[src/rtl/instr_fetch_if.sv]
// Instruction fetch bus: memory read port plus decode-side buffer head.
interface instr_fetch_if;
   logic        imem_req;
   logic [31:0] imem_addr;
   logic        imem_rvalid;
   logic [31:0] imem_rdata;
   logic        instr_valid;
   logic [31:0] instr;
   logic [31:0] instr_pc;
   logic        instr_ready;

   modport master (
      output imem_req,
      output imem_addr,
      input  imem_rvalid,
      input  imem_rdata,
      output instr_valid,
      output instr,
      output instr_pc,
      input  instr_ready
   );

   modport slave (
      input  imem_req,
      input  imem_addr,
      output imem_rvalid,
      output imem_rdata,
      input  instr_valid,
      input  instr,
      input  instr_pc,
      output instr_ready
   );
endinterface

[src/rtl/instr_fetch.sv]
// Fetch unit: one outstanding imem read feeding a DEPTH-entry fetch buffer.
// FETCH_ALIGN_CHECK_EN adds sticky fetch_misaligned and blocks misaligned fetches.
module instr_fetch #(
   parameter int DEPTH = 2
) (
   input  logic        clk,
   input  logic        rst,
   input  logic [31:0] pc,
   output logic        pc_ack,
   input  logic        flush,
`ifdef FETCH_ALIGN_CHECK_EN
   output logic        fetch_misaligned,
`endif
   instr_fetch_if.master bus
);
   localparam int AW = $clog2(DEPTH);
   localparam logic [AW+1:0] CAP = (AW+2)'(DEPTH);

   typedef enum logic [1:0] {
      IDLE,
      WAIT,
      DROP
   } state_t;

   state_t        state;
   state_t        state_nxt;
   logic [31:0]   fifo_pc  [DEPTH];
   logic [31:0]   fifo_ins [DEPTH];
   logic [AW-1:0] wr_ptr;
   logic [AW-1:0] rd_ptr;
   logic [AW:0]   count;
   logic [AW+1:0] occ;
   logic [31:0]   req_pc;
   logic          push;
   logic          pop;
   logic          slot;
   logic          base;
   logic          issue;

   assign push = (state == WAIT) && bus.imem_rvalid && !flush;
   assign pop  = bus.instr_valid && bus.instr_ready;
   assign occ  = {1'b0, count} + (AW+2)'(push) - (AW+2)'(pop);
   assign slot = (state == IDLE) || ((state == WAIT) && bus.imem_rvalid);
   assign base = !rst && !flush && slot && (occ < CAP);

`ifdef FETCH_ALIGN_CHECK_EN
   logic mis_q;

   assign fetch_misaligned = mis_q;
   assign issue = base && !mis_q && (pc[1:0] == 2'b00);

   always_ff @(posedge clk or posedge rst) begin
      if (rst) begin
         mis_q <= 1'b0;
      end else if (flush) begin
         mis_q <= 1'b0;
      end else if (base && (pc[1:0] != 2'b00)) begin
         mis_q <= 1'b1;
      end
   end
`else
   assign issue = base;
`endif

   assign bus.imem_req    = issue;
   assign pc_ack          = issue;
   assign bus.imem_addr   = pc & 32'hFFFF_FFFC;
   assign bus.instr_valid = (count != '0);
   assign bus.instr       = fifo_ins[rd_ptr];
   assign bus.instr_pc    = fifo_pc[rd_ptr];

   always_comb begin
      state_nxt = state;
      unique case (state)
         IDLE: begin
            if (issue) state_nxt = WAIT;
         end
         WAIT: begin
            if (flush) begin
               state_nxt = bus.imem_rvalid ? IDLE : DROP;
            end else if (bus.imem_rvalid) begin
               state_nxt = issue ? WAIT : IDLE;
            end
         end
         DROP: begin
            if (bus.imem_rvalid) state_nxt = IDLE;
         end
         default: state_nxt = IDLE;
      endcase
   end

   always_ff @(posedge clk or posedge rst) begin
      if (rst) begin
         state  <= IDLE;
         count  <= '0;
         wr_ptr <= '0;
         rd_ptr <= '0;
         req_pc <= '0;
      end else begin
         state <= state_nxt;
         if (issue) req_pc <= pc;
         if (flush) begin
            count  <= '0;
            wr_ptr <= '0;
            rd_ptr <= '0;
         end else begin
            count <= occ[AW:0];
            if (push) wr_ptr <= wr_ptr + AW'(1);
            if (pop)  rd_ptr <= rd_ptr + AW'(1);
         end
      end
   end

   // Entries are reset too so instr/instr_pc read zero out of reset.
   always_ff @(posedge clk or posedge rst) begin
      if (rst) begin
         for (int i = 0; i < DEPTH; i++) begin
            fifo_pc[i]  <= '0;
            fifo_ins[i] <= '0;
         end
      end else if (push) begin
         fifo_pc[wr_ptr]  <= req_pc;
         fifo_ins[wr_ptr] <= bus.imem_rdata;
      end
   end
endmodule
[src/flat_wrapper.sv]
// flat-port wrapper written by rule: the top's interface ports become plain ports
module instr_fetch_flat 
#(
   parameter int DEPTH = 2
)
  (clk, rst, pc, pc_ack, flush, bus_imem_req, bus_imem_addr, bus_imem_rvalid, bus_imem_rdata, bus_instr_valid, bus_instr, bus_instr_pc, bus_instr_ready);
  instr_fetch_if bus_i ();
  input  logic clk;
  input  logic rst;
  input  logic [31:0] pc;
  output logic pc_ack;
  input  logic flush;
  output wire logic [$bits(bus_i.imem_req)-1:0] bus_imem_req;
  output wire logic [$bits(bus_i.imem_addr)-1:0] bus_imem_addr;
  input wire logic [$bits(bus_i.imem_rvalid)-1:0] bus_imem_rvalid;
  input wire logic [$bits(bus_i.imem_rdata)-1:0] bus_imem_rdata;
  output wire logic [$bits(bus_i.instr_valid)-1:0] bus_instr_valid;
  output wire logic [$bits(bus_i.instr)-1:0] bus_instr;
  output wire logic [$bits(bus_i.instr_pc)-1:0] bus_instr_pc;
  input wire logic [$bits(bus_i.instr_ready)-1:0] bus_instr_ready;
  assign bus_imem_req = bus_i.imem_req;
  assign bus_imem_addr = bus_i.imem_addr;
  assign bus_i.imem_rvalid = bus_imem_rvalid;
  assign bus_i.imem_rdata = bus_imem_rdata;
  assign bus_instr_valid = bus_i.instr_valid;
  assign bus_instr = bus_i.instr;
  assign bus_instr_pc = bus_i.instr_pc;
  assign bus_i.instr_ready = bus_instr_ready;
  instr_fetch #(.DEPTH(DEPTH)) u_core (.clk(clk), .rst(rst), .pc(pc), .pc_ack(pc_ack), .flush(flush), .bus(bus_i));
endmodule
[config.mk]
export PLATFORM = sky130hd
export DESIGN_NAME = instr_fetch_flat
export DESIGN_NICKNAME = d
export VERILOG_FILES = /design/src/rtl/instr_fetch_if.sv /design/src/rtl/instr_fetch.sv /design/src/flat_wrapper.sv
export SDC_FILE = /design/constraint.sdc
export NUM_CORES = 1
export LEC_CHECK = 0
export BUFFER_PORTS_ARGS = -buffer_cell sky130_fd_sc_hd__clkbuf_2
export CAP_MARGIN = 20
export CELL_PAD_IN_SITES_DETAIL_PLACEMENT = 1
export CELL_PAD_IN_SITES_GLOBAL_PLACEMENT = 1
export CORE_MARGIN = 2
export CORE_UTILIZATION = 40
export CTS_BUF_LIST = sky130_fd_sc_hd__clkbuf_4
export CTS_CLUSTER_DIAMETER = 200
export CTS_CLUSTER_SIZE = 10
export DETAILED_ROUTE_END_ITERATION = 12
export GPL_ROUTABILITY_DRIVEN = 0
export PLACE_DENSITY = 0.7
export SLEW_MARGIN = 10
export SYNTH_ARGS = -nofsm -noshare
export SYNTH_HDL_FRONTEND = slang
export SYNTH_SLANG_ARGS = --single-unit
[constraint.sdc]
create_clock -name clk -period 11.1 [get_ports clk]
set_input_delay 1.11 -clock clk [delete_from_list [all_inputs] [get_ports clk]]
set_output_delay 1.11 -clock clk [all_outputs]
set_load 0.005 [all_outputs]
### After elaboration in Yosys (flattened, before gate mapping)

Cells that the tools add are included.

* output and inout port bits: 99
* register bits after elaboration: 166
* input port bits: 69
* logic and storage cells: 61

* muxes and demuxes: 22
* $add $sub $neg: 4
* eq/ne operators: 5
* magnitude comparators: 4
* bitwise logic cells: 2
* reductions and logical operators: 15

Operators with widths (count)
* two-way mux 32 bit: 7
* bitwise mux 64 bit: 2
* demux 32 bit (select 1 bit): 1
* two-way mux 2 bit: 6
* logical AND 1 bit: 7
* one-hot mux 2 bit (3 select lines): 1
* nonzero test 2 bit: 3
* two-way mux 1 bit: 5
* greater-or-equal comparator 2 bit, second input constant: 2
* inverter 1 -> 2 bit: 2
* adder 2 x 1 -> 3 bit: 1
* less-than comparator 3 x 2 -> 1 bit, second input constant: 1
* != test 3 bit, second input constant: 1
* AND reduction 3 bit: 1
* subtractor 3 x 1 -> 3 bit: 1
* adder 1 bit, second input constant: 2
* == test 2 x 1 -> 1 bit, second input constant: 1
* == test 2 bit, second input constant: 1
* zero test 1 bit: 2
* zero test 2 bit: 1
* less-than comparator 2 x 1 -> 1 bit, second input constant: 1
* != test 2 x 1 -> 1 bit, second input constant: 1
* != test 2 bit, second input constant: 1
* logical OR 1 bit: 1

### Logic depth before layout (Yosys ltp)

* depth after elaboration: 11
* depth in mapped cells: 11
* gate-level depth less buffers: 9

### Least setup slack after synthesis

OpenSTA, ideal clock, no wires.

* path type: input -> output
* start point: input flush
* end point: output pc_ack
* buffers on the path: 3
* stages on the path: 10
* path slack: 6.998 ns
* required time: 9.990 ns
* arrival time: 2.992 ns
* cell sequence: buf_6 and4bb_2 ha_1 inv_1 fa_1 nor2b_1 nand4_1 buf_2 inv_1 buf_4

* longest elaborated chain between the ends: 6
* elaborated cells on any way between the ends: 8
* those cells by class: 2 x add/sub; 1 x order compare; 5 x reduce/logical

RTL lines
* start: declaration: line flat_wrapper.sv:12 `input logic flush;`
* zero test 1 bit *: line instr_fetch.sv:40, instr_fetch.sv:44
* logical AND 1 bit: line instr_fetch.sv:40 `assign push = (state == WAIT) && bus.imem_rvalid && !flush;`
* adder 2 x 1 -> 3 bit: line instr_fetch.sv:42 `assign occ = {1'b0, count} + (AW+2)'(push) - (AW+2)'(pop);`
* subtractor 3 x 1 -> 3 bit: line instr_fetch.sv:42
* less-than comparator 3 x 2 -> 1 bit: line instr_fetch.sv:44 `assign base = !rst && !flush && slot && (occ < CAP);`
* logical AND 1 bit *: line instr_fetch.sv:44
* end: declaration: line flat_wrapper.sv:11 `output logic pc_ack;`

Mark *: on every way between the ends. The rest lies on a longest branch, timed or not.

### Final worst setup path

* start point: input flush
* end point: output bus_imem_req

* longest elaborated chain between the ends: 6
* elaborated cells on any way between the ends: 8
* those cells by class: 2 x add/sub; 1 x order compare; 5 x reduce/logical

RTL lines
* zero test 1 bit *: line instr_fetch.sv:40, instr_fetch.sv:44
* logical AND 1 bit: line instr_fetch.sv:40
* adder 2 x 1 -> 3 bit: line instr_fetch.sv:42
* subtractor 3 x 1 -> 3 bit: line instr_fetch.sv:42
* less-than comparator 3 x 2 -> 1 bit: line instr_fetch.sv:44
* logical AND 1 bit *: line instr_fetch.sv:44
* end: declaration: line flat_wrapper.sv:13 `output wire logic [$bits(bus_i.imem_req)-1:0] bus_imem_req;`

Marks and branches as above.

==> results.toml <==
[status]
status = "finished clean"

[cts]
clock-sinks = 166
cts.clk_slew.worst_paths_ps = 140
ctsRootBufferMaster = "clkbuf_4"
post_cts_resized = 0
tritoncts = "yes"
cts_buffers = 17
htreeDepth = 4
post_cts_buffers = 0
hold_buffers = 0
clk_latency_ps = 560
clockBufferDepth = 2

[setup_path]
endpoint_kind = "primary output"
r2r_end = "u_core.req_pc[0]"
regToRegSetupSlack_ps = 8250
cp_max_fo = 33
reg2reg_depth = 10
crit_arrival_ps = 3260
r2r-start = "u_core.count[1]"
critPathKind = "in -> out"
startpoint_type = "primary input"
worstPathRequired_ps = 9990

[timing]
setup_violations = 0
fin_crit_sh = 0.394
setup_slack_ps = 6730
fin_skew_ps = 15.5
finalHoldViolCount = 0
maxSlewHeadroom = 0.339
max_freq_ghz = 0.229
worst_pin_slew_ps = 992
period_minus_slack_ps = 4370
fin_setup_tns_ps = 0
grt_setup_unrepaired = "false"
whs_ps = 506
drv_slew = 0

[synth]
ys_ff_latch = 166
synthTopCellsByCount = "mux2_2, dfrtp_1, buf_4"
syn_area_per_cell_sq_um = 15.5
synthTopCellsByArea = "dfrtp_1, mux2_2, buf_4"
synth-async-reset-ratio = 1.00
syn_area_sq_um = 7390
seq_area_frac_synth = 0.562
yosys.area.top_type_share = 0.562
yosys_warnings = 0
ys_types = 28
synthCells = 477
synth_top_area_cell = "dfrtp_1"
yosysMostFrequentCell = "mux2_2"
synth_top_flop_cell = "dfrtp_1"
synth_edf_count = 0

[final_layout]
drive_above_1_share = 0.688
syn_to_final_growth_pct = 13.4
nNetsFinal = 683
instances_no_fill = 854

[power]
p_per_area_nw_per_um2 = 266
p_leak_uw = 0.00416
vdd_drop_max_mv = 0.101

[placement]
place_inst = 821
pre_cts_ws_ps = 6680
port_buffers = 165
hpwl_um = 9740

[hold_path]
worstHoldPathType = "reg -> reg"
min_to = "u_core.fifo_ins[48]"
min-delay-start = "u_core.fifo_ins[48]"
worstHoldPathCells = 1

[routing]
drc_errors = 0
viasPerCell = 4.94
wl_per_cell_um = 17.3
antenna_left = 0
drt_iter0_markers = 115
vias = 4216
drt-total-wl_um = 14800
dr.pass1.iters = 4

[grt]
grt_pass1_wl_um = 24800
grt_usage = 0.160
antenna_found_initial = 1
grt_max_degree = 90
grt_pass1_vias = 4887
globalRouteOverflowTotal = 0

[run]
maxCapViolCount = 0

[floorplan]
chipWidth_um = 140
die-area_sq_um = 19600
fp.coreArea_sq_um = 18000
row_count = 49
initial_core_util = 0.410
fp.dieH_um = 140
ioPinCount = 168
[state kept, by name, summed over array words and instances, names as in the netlist]
| name | cells |
|---|---|
| u_core.state | 2 |
| u_core.fifo_pc | 64 |
| u_core.wr_ptr | 1 |
| u_core.rd_ptr | 1 |
| u_core.fifo_ins | 64 |
| u_core.req_pc | 32 |
| u_core.count | 2 |
[through the flow]
stage               utilization  total power (uW)  cell area [sq um]
finish                    0.465              2230               8380
global route              0.465              2400               8380
CTS                       0.465              2270               8380
detailed placement        0.449              1910               8090
global placement          0.449              1850               8090
floorplan                     -              1590               7390
[layout make-up]
class	instances	area [sq um]
clock buffer	18	135
tap	229	287
clock inverter	14	150
inverter	5	23.8
timing repair buffer	170	863
multi-input combinational	251	2760
fill	1856	9650
antenna	1	2.50
sequential	166	4160
[power breakdown]
part	leakage [uW]	switching [uW]	internal [uW]
logic	0.00190	322	514
registers	0.00211	155	881
clock network	0.000151	218	138
[kinds of logic (layout without fill, tap and decap cells)]
logic type               count (synthesis)  after routing  synth area share
buffers and inverters                   61            207            0.0644
adder cells (fa/ha/maj)                  3              3           0.00610
AO/OA/AOI/OAI                            2              2           0.00203
flip-flops                             166            166             0.562
multiplexers                           225            225             0.345
other                                    1              3          0.000508
AND/OR/NAND/NOR                         16             16            0.0163
XOR/XNOR                                 3              3           0.00356
[metal layers]
metal  global-route usage  wire (um)
met1                0.201       6500
met2                0.270       7450
met3               0.0485        704
met4               0.0411        148
met5                    0          0
[layout by cell type (no fill, tap or decap)]
master,n
clkinv_4,4
clkinvlp_4,2
clkinv_1,1
and2b_2,1
bufinv_16,2
xor2_1,1
or2_2,1
nand2_1,2
fa_1,1
buf_4,5
ha_1,2
dfrtp_1,165
inv_6,4
a21boi_0,1
clkbuf_4,18
nand3b_4,1
nor2b_1,1
conb_1,2
clkbuf_2,165
o21a_1,1
dfrtp_2,1
mux2_1,5
inv_1,4
clkinv_2,2
nand2b_1,1
nor2_1,5
diode_2,1
and4bb_2,1
mux2_2,216
nor3_4,1
xnor2_1,2
mux2_4,4
nand2_4,1
nand4_1,1
[how the worst max path moves through the flow]
stage,slack (ps),endpoint,startpoint,cells past startpoint
final,6730,bus_imem_req,flush,10
after global routing,6520,bus_imem_req,u_core.count[1],11
after CTS,6670,bus_imem_req,flush,10
after detailed placement,6680,bus_imem_req,flush,10
after global placement,6750,pc_ack,flush,10
after floorplan,5500,u_core.count[0],rst,1
[worst max-delay path: stages]
cell	delay (ps)
clkbuf_2	160
and4bb_2	380
ha_1	160
inv_1	50
fa_1	450
nor2b_1	160
nand4_1	70
buf_4	420
inv_1	140
clkbuf_2	140
Power figures use the tool's default switching activity.
